<file path="src/rtl/ctrl_pkg.sv">
// Shared definitions for the control unit: opcodes, ALU codes, FSM states,
// mux-select encodings and the decoded control bundle.
package ctrl_pkg;

  localparam logic [6:0] OPC_OP     = 7'b0110011;
  localparam logic [6:0] OPC_OPIMM  = 7'b0010011;
  localparam logic [6:0] OPC_LUI    = 7'b0110111;
  localparam logic [6:0] OPC_AUIPC  = 7'b0010111;
  localparam logic [6:0] OPC_JAL    = 7'b1101111;
  localparam logic [6:0] OPC_JALR   = 7'b1100111;
  localparam logic [6:0] OPC_BRANCH = 7'b1100011;
  localparam logic [6:0] OPC_LOAD   = 7'b0000011;
  localparam logic [6:0] OPC_STORE  = 7'b0100011;

  typedef enum logic [3:0] {
    ALU_ADD  = 4'b0000,
    ALU_SLL  = 4'b0001,
    ALU_SLT  = 4'b0010,
    ALU_SLTU = 4'b0011,
    ALU_XOR  = 4'b0100,
    ALU_SRL  = 4'b0101,
    ALU_OR   = 4'b0110,
    ALU_AND  = 4'b0111,
    ALU_SUB  = 4'b1000,
    ALU_LUI  = 4'b1001,
    ALU_SRA  = 4'b1101
  } alu_fun_t;

  typedef enum logic [2:0] {
    ST_INIT, ST_FETCH, ST_EXEC, ST_WB, ST_TRAP
  } state_t;

  localparam logic [1:0] SRCA_RS1  = 2'd0;
  localparam logic [1:0] SRCA_UIMM = 2'd1;

  localparam logic [1:0] SRCB_RS2  = 2'd0;
  localparam logic [1:0] SRCB_IIMM = 2'd1;
  localparam logic [1:0] SRCB_SIMM = 2'd2;
  localparam logic [1:0] SRCB_PC   = 2'd3;

  localparam logic [2:0] PC_PLUS4  = 3'd0;
  localparam logic [2:0] PC_JALR   = 3'd1;
  localparam logic [2:0] PC_BRANCH = 3'd2;
  localparam logic [2:0] PC_JAL    = 3'd3;
  localparam logic [2:0] PC_TRAP   = 3'd4;

  localparam logic [1:0] WR_PC4  = 2'd0;
  localparam logic [1:0] WR_LOAD = 2'd2;
  localparam logic [1:0] WR_ALU  = 2'd3;

  typedef struct packed {
    logic       mem_rden1;
    logic       mem_rden2;
    logic       mem_we;
    logic       pc_we;
    logic       rf_we;
    logic [3:0] alu_fun;
    logic [1:0] srca_sel;
    logic [1:0] srcb_sel;
    logic [2:0] pc_sel;
    logic [1:0] rf_wr_sel;
    logic       int_taken;
    logic       illegal;
    logic       is_load;   // EXEC of a load: FSM moves to WB on MEM_READY
  } ctrl_sig_t;

  // Branch condition from funct3 and the comparator flags.
  function automatic logic br_taken(input logic [2:0] f3, input logic eq,
                                    input logic lt, input logic ltu);
    case (f3)
      3'b000:  br_taken = eq;
      3'b001:  br_taken = !eq;
      3'b100:  br_taken = lt;
      3'b101:  br_taken = !lt;
      3'b110:  br_taken = ltu;
      3'b111:  br_taken = !ltu;
      default: br_taken = 1'b0;
    endcase
  endfunction

endpackage

</file>
<file path="src/rtl/ctrl_unit_dcdr.sv">
// Combinational decode: state + instruction + branch flags -> control bundle.
module ctrl_dcdr
  import ctrl_pkg::*;
(
  input  logic [31:0] ir_i,
  input  logic        br_eq_i,
  input  logic        br_lt_i,
  input  logic        br_ltu_i,
  input  logic        mem_ready_i,
  input  state_t      state_i,
  output ctrl_sig_t   sig_o
);

  logic [6:0] opcode;
  logic [2:0] funct3;
  logic       unused_ir;

  assign opcode    = ir_i[6:0];
  assign funct3    = ir_i[14:12];
  assign unused_ir = ^{ir_i[31], ir_i[29:15], ir_i[11:7]};

  // Output decode; everything defaults to 0 so INIT is fully quiet.
  always_comb begin
    sig_o = '0;
    unique case (state_i)
      ST_FETCH: sig_o.mem_rden1 = 1'b1;
      ST_EXEC: begin
        case (opcode)
          OPC_OP: begin
            sig_o.alu_fun   = {ir_i[30], funct3};
            sig_o.rf_we     = 1'b1;
            sig_o.rf_wr_sel = WR_ALU;
            sig_o.pc_we     = 1'b1;
          end
          OPC_OPIMM: begin
            // Only shifts use bit 30 (SRLI vs SRAI); ADDI etc. ignore it.
            sig_o.alu_fun   = {(funct3 == 3'b101) & ir_i[30], funct3};
            sig_o.srcb_sel  = SRCB_IIMM;
            sig_o.rf_we     = 1'b1;
            sig_o.rf_wr_sel = WR_ALU;
            sig_o.pc_we     = 1'b1;
          end
          OPC_LUI: begin
            sig_o.alu_fun   = ALU_LUI;
            sig_o.srca_sel  = SRCA_UIMM;
            sig_o.rf_we     = 1'b1;
            sig_o.rf_wr_sel = WR_ALU;
            sig_o.pc_we     = 1'b1;
          end
          OPC_AUIPC: begin
            sig_o.srca_sel  = SRCA_UIMM;
            sig_o.srcb_sel  = SRCB_PC;
            sig_o.rf_we     = 1'b1;
            sig_o.rf_wr_sel = WR_ALU;
            sig_o.pc_we     = 1'b1;
          end
          OPC_JAL: begin
            sig_o.rf_we     = 1'b1;
            sig_o.rf_wr_sel = WR_PC4;
            sig_o.pc_we     = 1'b1;
            sig_o.pc_sel    = PC_JAL;
          end
          OPC_JALR: begin
            sig_o.srcb_sel  = SRCB_IIMM;
            sig_o.rf_we     = 1'b1;
            sig_o.rf_wr_sel = WR_PC4;
            sig_o.pc_we     = 1'b1;
            sig_o.pc_sel    = PC_JALR;
          end
          OPC_BRANCH: begin
            sig_o.pc_we  = 1'b1;
            sig_o.pc_sel = br_taken(funct3, br_eq_i, br_lt_i, br_ltu_i)
                           ? PC_BRANCH : PC_PLUS4;
          end
          OPC_STORE: begin
            sig_o.mem_we   = 1'b1;
            sig_o.srcb_sel = SRCB_SIMM;
            sig_o.pc_we    = mem_ready_i;
          end
          OPC_LOAD: begin
            sig_o.mem_rden2 = 1'b1;
            sig_o.srcb_sel  = SRCB_IIMM;
            sig_o.is_load   = 1'b1;
          end
          default: sig_o.illegal = 1'b1;
        endcase
      end
      ST_WB: begin
        sig_o.rf_we     = 1'b1;
        sig_o.rf_wr_sel = WR_LOAD;
        sig_o.pc_we     = 1'b1;
      end
      ST_TRAP: begin
        sig_o.int_taken = 1'b1;
        sig_o.pc_we     = 1'b1;
        sig_o.pc_sel    = PC_TRAP;
      end
      default: ;
    endcase
  end

endmodule

</file>
<file path="src/rtl/ctrl_unit.sv">
// Multicycle control FSM: reset stall, fetch, execute, load writeback, trap.
module ctrl_unit
  import ctrl_pkg::*;
#(
  parameter int RESET_STALL = 2
) (
  input  logic        clk,
  input  logic        rst_n,
  input  logic [31:0] ir_i,
  input  logic        br_eq_i,
  input  logic        br_lt_i,
  input  logic        br_ltu_i,
  input  logic        mem_ready_i,
  input  logic        intr_i,
  input  logic        int_en_i,
  output logic        mem_rden1_o,
  output logic        mem_rden2_o,
  output logic        mem_we_o,
  output logic        pc_we_o,
  output logic        rf_we_o,
  output logic [3:0]  alu_fun_o,
  output logic [1:0]  srca_sel_o,
  output logic [1:0]  srcb_sel_o,
  output logic [2:0]  pc_sel_o,
  output logic [1:0]  rf_wr_sel_o,
  output logic        int_taken_o,
  output logic        illegal_o
);

  localparam logic [3:0] STALL = 4'(RESET_STALL);

  state_t    state_q, state_d;
  logic [3:0] cnt_q, cnt_d;
  ctrl_sig_t sig;
  logic      trap_req;

  ctrl_dcdr u_dcdr (
    .ir_i        (ir_i),
    .br_eq_i     (br_eq_i),
    .br_lt_i     (br_lt_i),
    .br_ltu_i    (br_ltu_i),
    .mem_ready_i (mem_ready_i),
    .state_i     (state_q),
    .sig_o       (sig)
  );

  assign trap_req = intr_i & int_en_i;

  // State and stall counter; reset drops straight to a quiet INIT.
  always_ff @(posedge clk or negedge rst_n) begin
    if (!rst_n) begin
      state_q <= ST_INIT;
      cnt_q   <= '0;
    end else begin
      state_q <= state_d;
      cnt_q   <= cnt_d;
    end
  end

  // Next state; interrupts are only sampled on instruction completion.
  always_comb begin
    state_d = state_q;
    cnt_d   = cnt_q;
    unique case (state_q)
      ST_INIT: begin
        if (cnt_q == STALL) state_d = ST_FETCH;
        else                cnt_d   = cnt_q + 4'd1;
      end
      ST_FETCH: if (mem_ready_i) state_d = ST_EXEC;
      ST_EXEC: begin
        if (sig.illegal)                     state_d = ST_TRAP;
        else if (sig.pc_we)                  state_d = trap_req ? ST_TRAP : ST_FETCH;
        else if (sig.is_load && mem_ready_i) state_d = ST_WB;
      end
      ST_WB:   state_d = trap_req ? ST_TRAP : ST_FETCH;
      ST_TRAP: state_d = ST_FETCH;
      default: state_d = ST_INIT;
    endcase
  end

  assign mem_rden1_o = sig.mem_rden1;
  assign mem_rden2_o = sig.mem_rden2;
  assign mem_we_o    = sig.mem_we;
  assign pc_we_o     = sig.pc_we;
  assign rf_we_o     = sig.rf_we;
  assign alu_fun_o   = sig.alu_fun;
  assign srca_sel_o  = sig.srca_sel;
  assign srcb_sel_o  = sig.srcb_sel;
  assign pc_sel_o    = sig.pc_sel;
  assign rf_wr_sel_o = sig.rf_wr_sel;
  assign int_taken_o = sig.int_taken;
  assign illegal_o   = sig.illegal;

endmodule

</file>
<file path="config.mk">
export PLATFORM = sky130hd
export DESIGN_NAME = ctrl_unit
export DESIGN_NICKNAME = d
export VERILOG_FILES = /design/src/rtl/ctrl_pkg.sv /design/src/rtl/ctrl_unit_dcdr.sv /design/src/rtl/ctrl_unit.sv
export SDC_FILE = /design/constraint.sdc
export NUM_CORES = 1
export LEC_CHECK = 0
export CAP_MARGIN = 20
export CORE_UTILIZATION = 35
export DETAILED_ROUTE_END_ITERATION = 7
export MAX_ROUTING_LAYER = met4
export PLACE_DENSITY_LB_ADDON = 0.3
export SYNTH_ARGS = -nofsm -noshare
export SYNTH_HDL_FRONTEND = slang
export SYNTH_SLANG_ARGS = --single-unit
</file>
<file path="constraint.sdc">
create_clock -name clk -period 4.4 [get_ports clk]
set_input_delay 0.66 -clock clk [delete_from_list [all_inputs] [get_ports clk]]
set_output_delay 0.66 -clock clk [all_outputs]
set_load 0.02 [all_outputs]
</file>
==> impl_metrics.sql, run 1 <==
INSERT INTO impl_metrics (metric_group, metric, value, unit) VALUES
('sta', 'finalWorstPathRequiredPeriod', '3.813', 'ns'),
('sta', 'min_period_over_period', '86.67', '%'),
('worst_setup_path', 'timing.critical_path.required', '3.74', 'ns'),
('cts', 'clock_sink_count', '7', ''),
('worst_setup_path', 'worst-path-max-fanout', '8', ''),
('worst_setup_path', 'startpoint_type', 'input port', ''),
('finish', 'layout-drive-gt1-share', '6.716', '%'),
('logic_synthesis', 'mappedNetlistArea', '757.0', 'um^2'),
('placement', 'gp_routability_congestion', '0.8589', ''),
('die', 'dieWidth', '48.51', 'um'),
('global_routing', 'track_usage', '19.52', '%'),
('cts', 'clk_latency', '0.25', 'ns'),
('cts', 'clk_pin_slew_worst_paths', '0.05', 'ns'),
('logic_synthesis', 'synth_async_reset_ratio', '100.0', '%'),
('placement', 'dp_hpwl', '1.648', 'mm'),
('cts', 'cts_made_buffers', '3', ''),
('finish', 'instances_no_fill', '161', ''),
('run_status', 'outcome', 'finished clean', ''),
('detailed_routing', 'routed-via-count', '880', ''),
('worst_setup_path', 'worst-r2r-cell-count', '5', ''),
('die', 'top_level_ports', '60', ''),
('logic_synthesis', 'synth_top_area_share', '23.14', '%'),
('cts', 'post_cts.resized_instances', '0', ''),
('global_routing', 'grt_overflow', '0', ''),
('die', 'core-area', '2002', 'um^2'),
('sta', 'fmaxAchievable', '262.2', 'MHz'),
('worst_setup_path', 'worst_path_dominant_cell_family', 'simple AND/OR/NAND/NOR gates', ''),
('worst_setup_path', 'crit-reg2reg-launch', 'state_q[0]', ''),
('worst_setup_path', 'endpoint_kind', 'output port', ''),
('finish', 'flow.area_growth_from_synthesis', '53.22', '%'),
('sta', 'slew-limit-headroom', '25.84', '%'),
('global_routing', 'global_route_wire_length_before_repair', '3.532', 'mm'),
('logic_synthesis', 'yosysWarningCount', '0', ''),
('finish', 'nets', '177', ''),
('detailed_routing', 'avgRoutedWirePerCell', '13.08', 'um'),
('cts', 'h-tree-depth', '1', ''),
('logic_synthesis', 'synth_edf_count', '0', ''),
('logic_synthesis', 'netlist-cell-type-count', '45', ''),
('worst_setup_path', 'worstPathArrival', '3.15', 'ns'),
('worst_setup_path', 'cpMaxStageDelayCell', 'sky130_fd_sc_hd__clkdlybuf4s50_1', ''),
('worst_setup_path', 'worst_setup_path_endpoint', 'pc_we_o', ''),
('cts', 'post-cts-setup-buffers', '0', ''),
('sta', 'tightestPinTransition', '1.110', 'ns'),
('worst_setup_path', 'path_buf_inv', '2', ''),
('worst_setup_path', 'critical_path.startpoint', 'ir_i[2]', ''),
('sta', 'finalSetupTns', '0', 'ns'),
('power', 'power.ir.vdd_worst', '321.7', 'uV'),
('sta', 'finalMaxSlewViolations', '0', ''),
('power', 'static-leakage-power', '0.4315', 'nW'),
('worst_setup_path', 'regToRegEndpoint', 'state_q[0]', ''),
('logic_synthesis', 'mappedNetlistNets', '140', ''),
('worst_setup_path', 'cp_slowest_stage_delay', '0.61', 'ns'),
('die', 'initial_core_utilization', '37.81', '%'),
('logic_synthesis', 'ys.flop_type', 'sky130_fd_sc_hd__dfrtp_1', ''),
('cts', 'cts_buffer_depth', '2', ''),
('cts', 'cts_hold_buf', '0', ''),
('logic_synthesis', 'synth-seq-area-share', '23.14', '%'),
('detailed_routing', 'final_antenna_net_count', '0', ''),
('sta', 'worst_clock_skew', '0.0001442', 'ns'),
('detailed_routing', 'remaining_routing_drc_violations', '0', ''),
('global_routing', 'grt_max_degree', '13', ''),
('logic_synthesis', 'synth_area_leaders', 'sky130_fd_sc_hd__dfrtp_1 23%, sky130_fd_sc_hd__nor2_1 6.9%, sky130_fd_sc_hd__nand2_1 4.0%', ''),
('finish', 'n_antenna_cell', '0', ''),
('logic_synthesis', 'synth-seq-cells', '7', ''),
('sta', 'rsz0062_at_grt', 'no', ''),
('placement', 'buffer_ports.inserted', '37', ''),
('sta', 'setup_viol_count_final', '0', ''),
('worst_setup_path', 'path_cells', 'clkdlybuf4s50_1 > or3_1 > or3_4 > or3_4 > nand3b_1 > clkdlybuf4s50_1', ''),
('worst_setup_path', 'worstSetupPathType', 'in -> out', ''),
('placement', 'placed_cells_incl_taps', '157', ''),
('logic_synthesis', 'avgSynthCellArea', '7.724', 'um^2');
state kept, by name (all words and copies together) (netlist names):
signal and count:
state_q 3, cnt_q 4
logic make-up (layout without fill, tap and decap cells):
group                    after synthesis  count (layout)  synth area share (%)
AO/OA/AOI/OAI                         23              23                 24.47
XOR/XNOR                               5               5                 5.786
adder cells (fa/ha/maj)                2               2                 3.305
buffers and inverters                  8              44                 5.123
flip-flops                             7               7                 23.14
multiplexers                           1               1                 1.322
other                                  1               1                0.4954
AND/OR/NAND/NOR                       51              51                 36.36
how the worst min path moves through the flow:
stage             start  cells after the start  slack (ns)        to
2_1_floorplan     rst_n                      0        0.36  cnt_q[0]
3_3_place_gp   cnt_q[3]                      1        0.46  cnt_q[3]
3_5_place_dp   cnt_q[3]                      1        0.48  cnt_q[3]
4_1_cts        cnt_q[3]                      1        0.49  cnt_q[3]
5_1_grt        cnt_q[3]                      1        0.52  cnt_q[3]
6_report       cnt_q[3]                      1        0.49  cnt_q[3]
synthesized netlist by cell type (all sizes together) (2+ instances only):
cell / count
a21oi: 4
and3: 2
inv: 3
nor2: 14
xnor2: 3
xor2: 2
buf: 3
or3: 5
nor4: 3
clkbuf: 2
nand3b: 2
nand2b: 2
nor3: 5
ha: 2
dfrtp: 7
nor3b: 4
nand3: 2
nand2: 8
o21ai: 2
power by group:
group / internal (mW) / switching (mW) / leakage [nW]
registers: 0.0971 / 0.0475 / 0.0859
logic: 0.141 / 0.147 / 0.331
clock network: 0.0344 / 0.0213 / 0.0150
total: 0.273 / 0.215 / 0.431
stage by stage:
step                      setup slack [ns]  hold WS (ns)  power [mW]  cell area, um^2  utilization (%)
final                               0.5865        0.4891      0.4884             1160            57.94
after global placement              0.6047        0.4625      0.4146             1134            56.63
after CTS                           0.5909        0.4851      0.4889             1160            57.94
after detailed placement            0.5910        0.4778      0.4312             1134            56.63
after floorplan                      1.587        0.3644      0.3358            757.0                -
after global routing                0.4838        0.5219      0.5311             1160            57.94
layout by cell type (no fill, tap or decap), drive strengths merged, types with 3 or more instances in the layout:
| cell type | count |
|---|---|
| or3 | 5 |
| clkdlybuf4s50 | 37 |
| nand2 | 8 |
| clkbuf | 4 |
| a21oi | 4 |
| inv | 3 |
| xnor2 | 3 |
| nor2 | 14 |
| nor4 | 3 |
| dfrtp | 7 |
| nor3 | 5 |
| nor3b | 4 |
routing by layer:
layer | global-route usage (%) | wire, um
met3 | 5.031 | 166
met2 | 32.39 | 977
met4 | 2.941 | 12
met5 | - | 0
met1 | 24.41 | 949
worst reg2reg max path, delay by kind of cell (launching register included):
kind | cells | cell delay (ns)
AO/OA/AOI/OAI | 2 | 0.36
flip-flops | 1 | 0.50
AND/OR/NAND/NOR | 3 | 1.40
area by class of cell:
type / instances / area [um^2]
flip-flops and latches: 7 / 175.2
well taps: 27 / 33.78
repair buffers: 37 / 370.4
fillers: 183 / 842.1
clock buffers: 4 / 26.28
inverters: 3 / 11.26
multi-input cells: 83 / 543.0
(Power assumes the default switching activity.)
==> run 2, diff against run 1 <==
- ABC_CLOCK_PERIOD_IN_PS: not set -> 4400
==> results of run 2 <==
Final layout, timing and power as in run 1 (identical DEF).
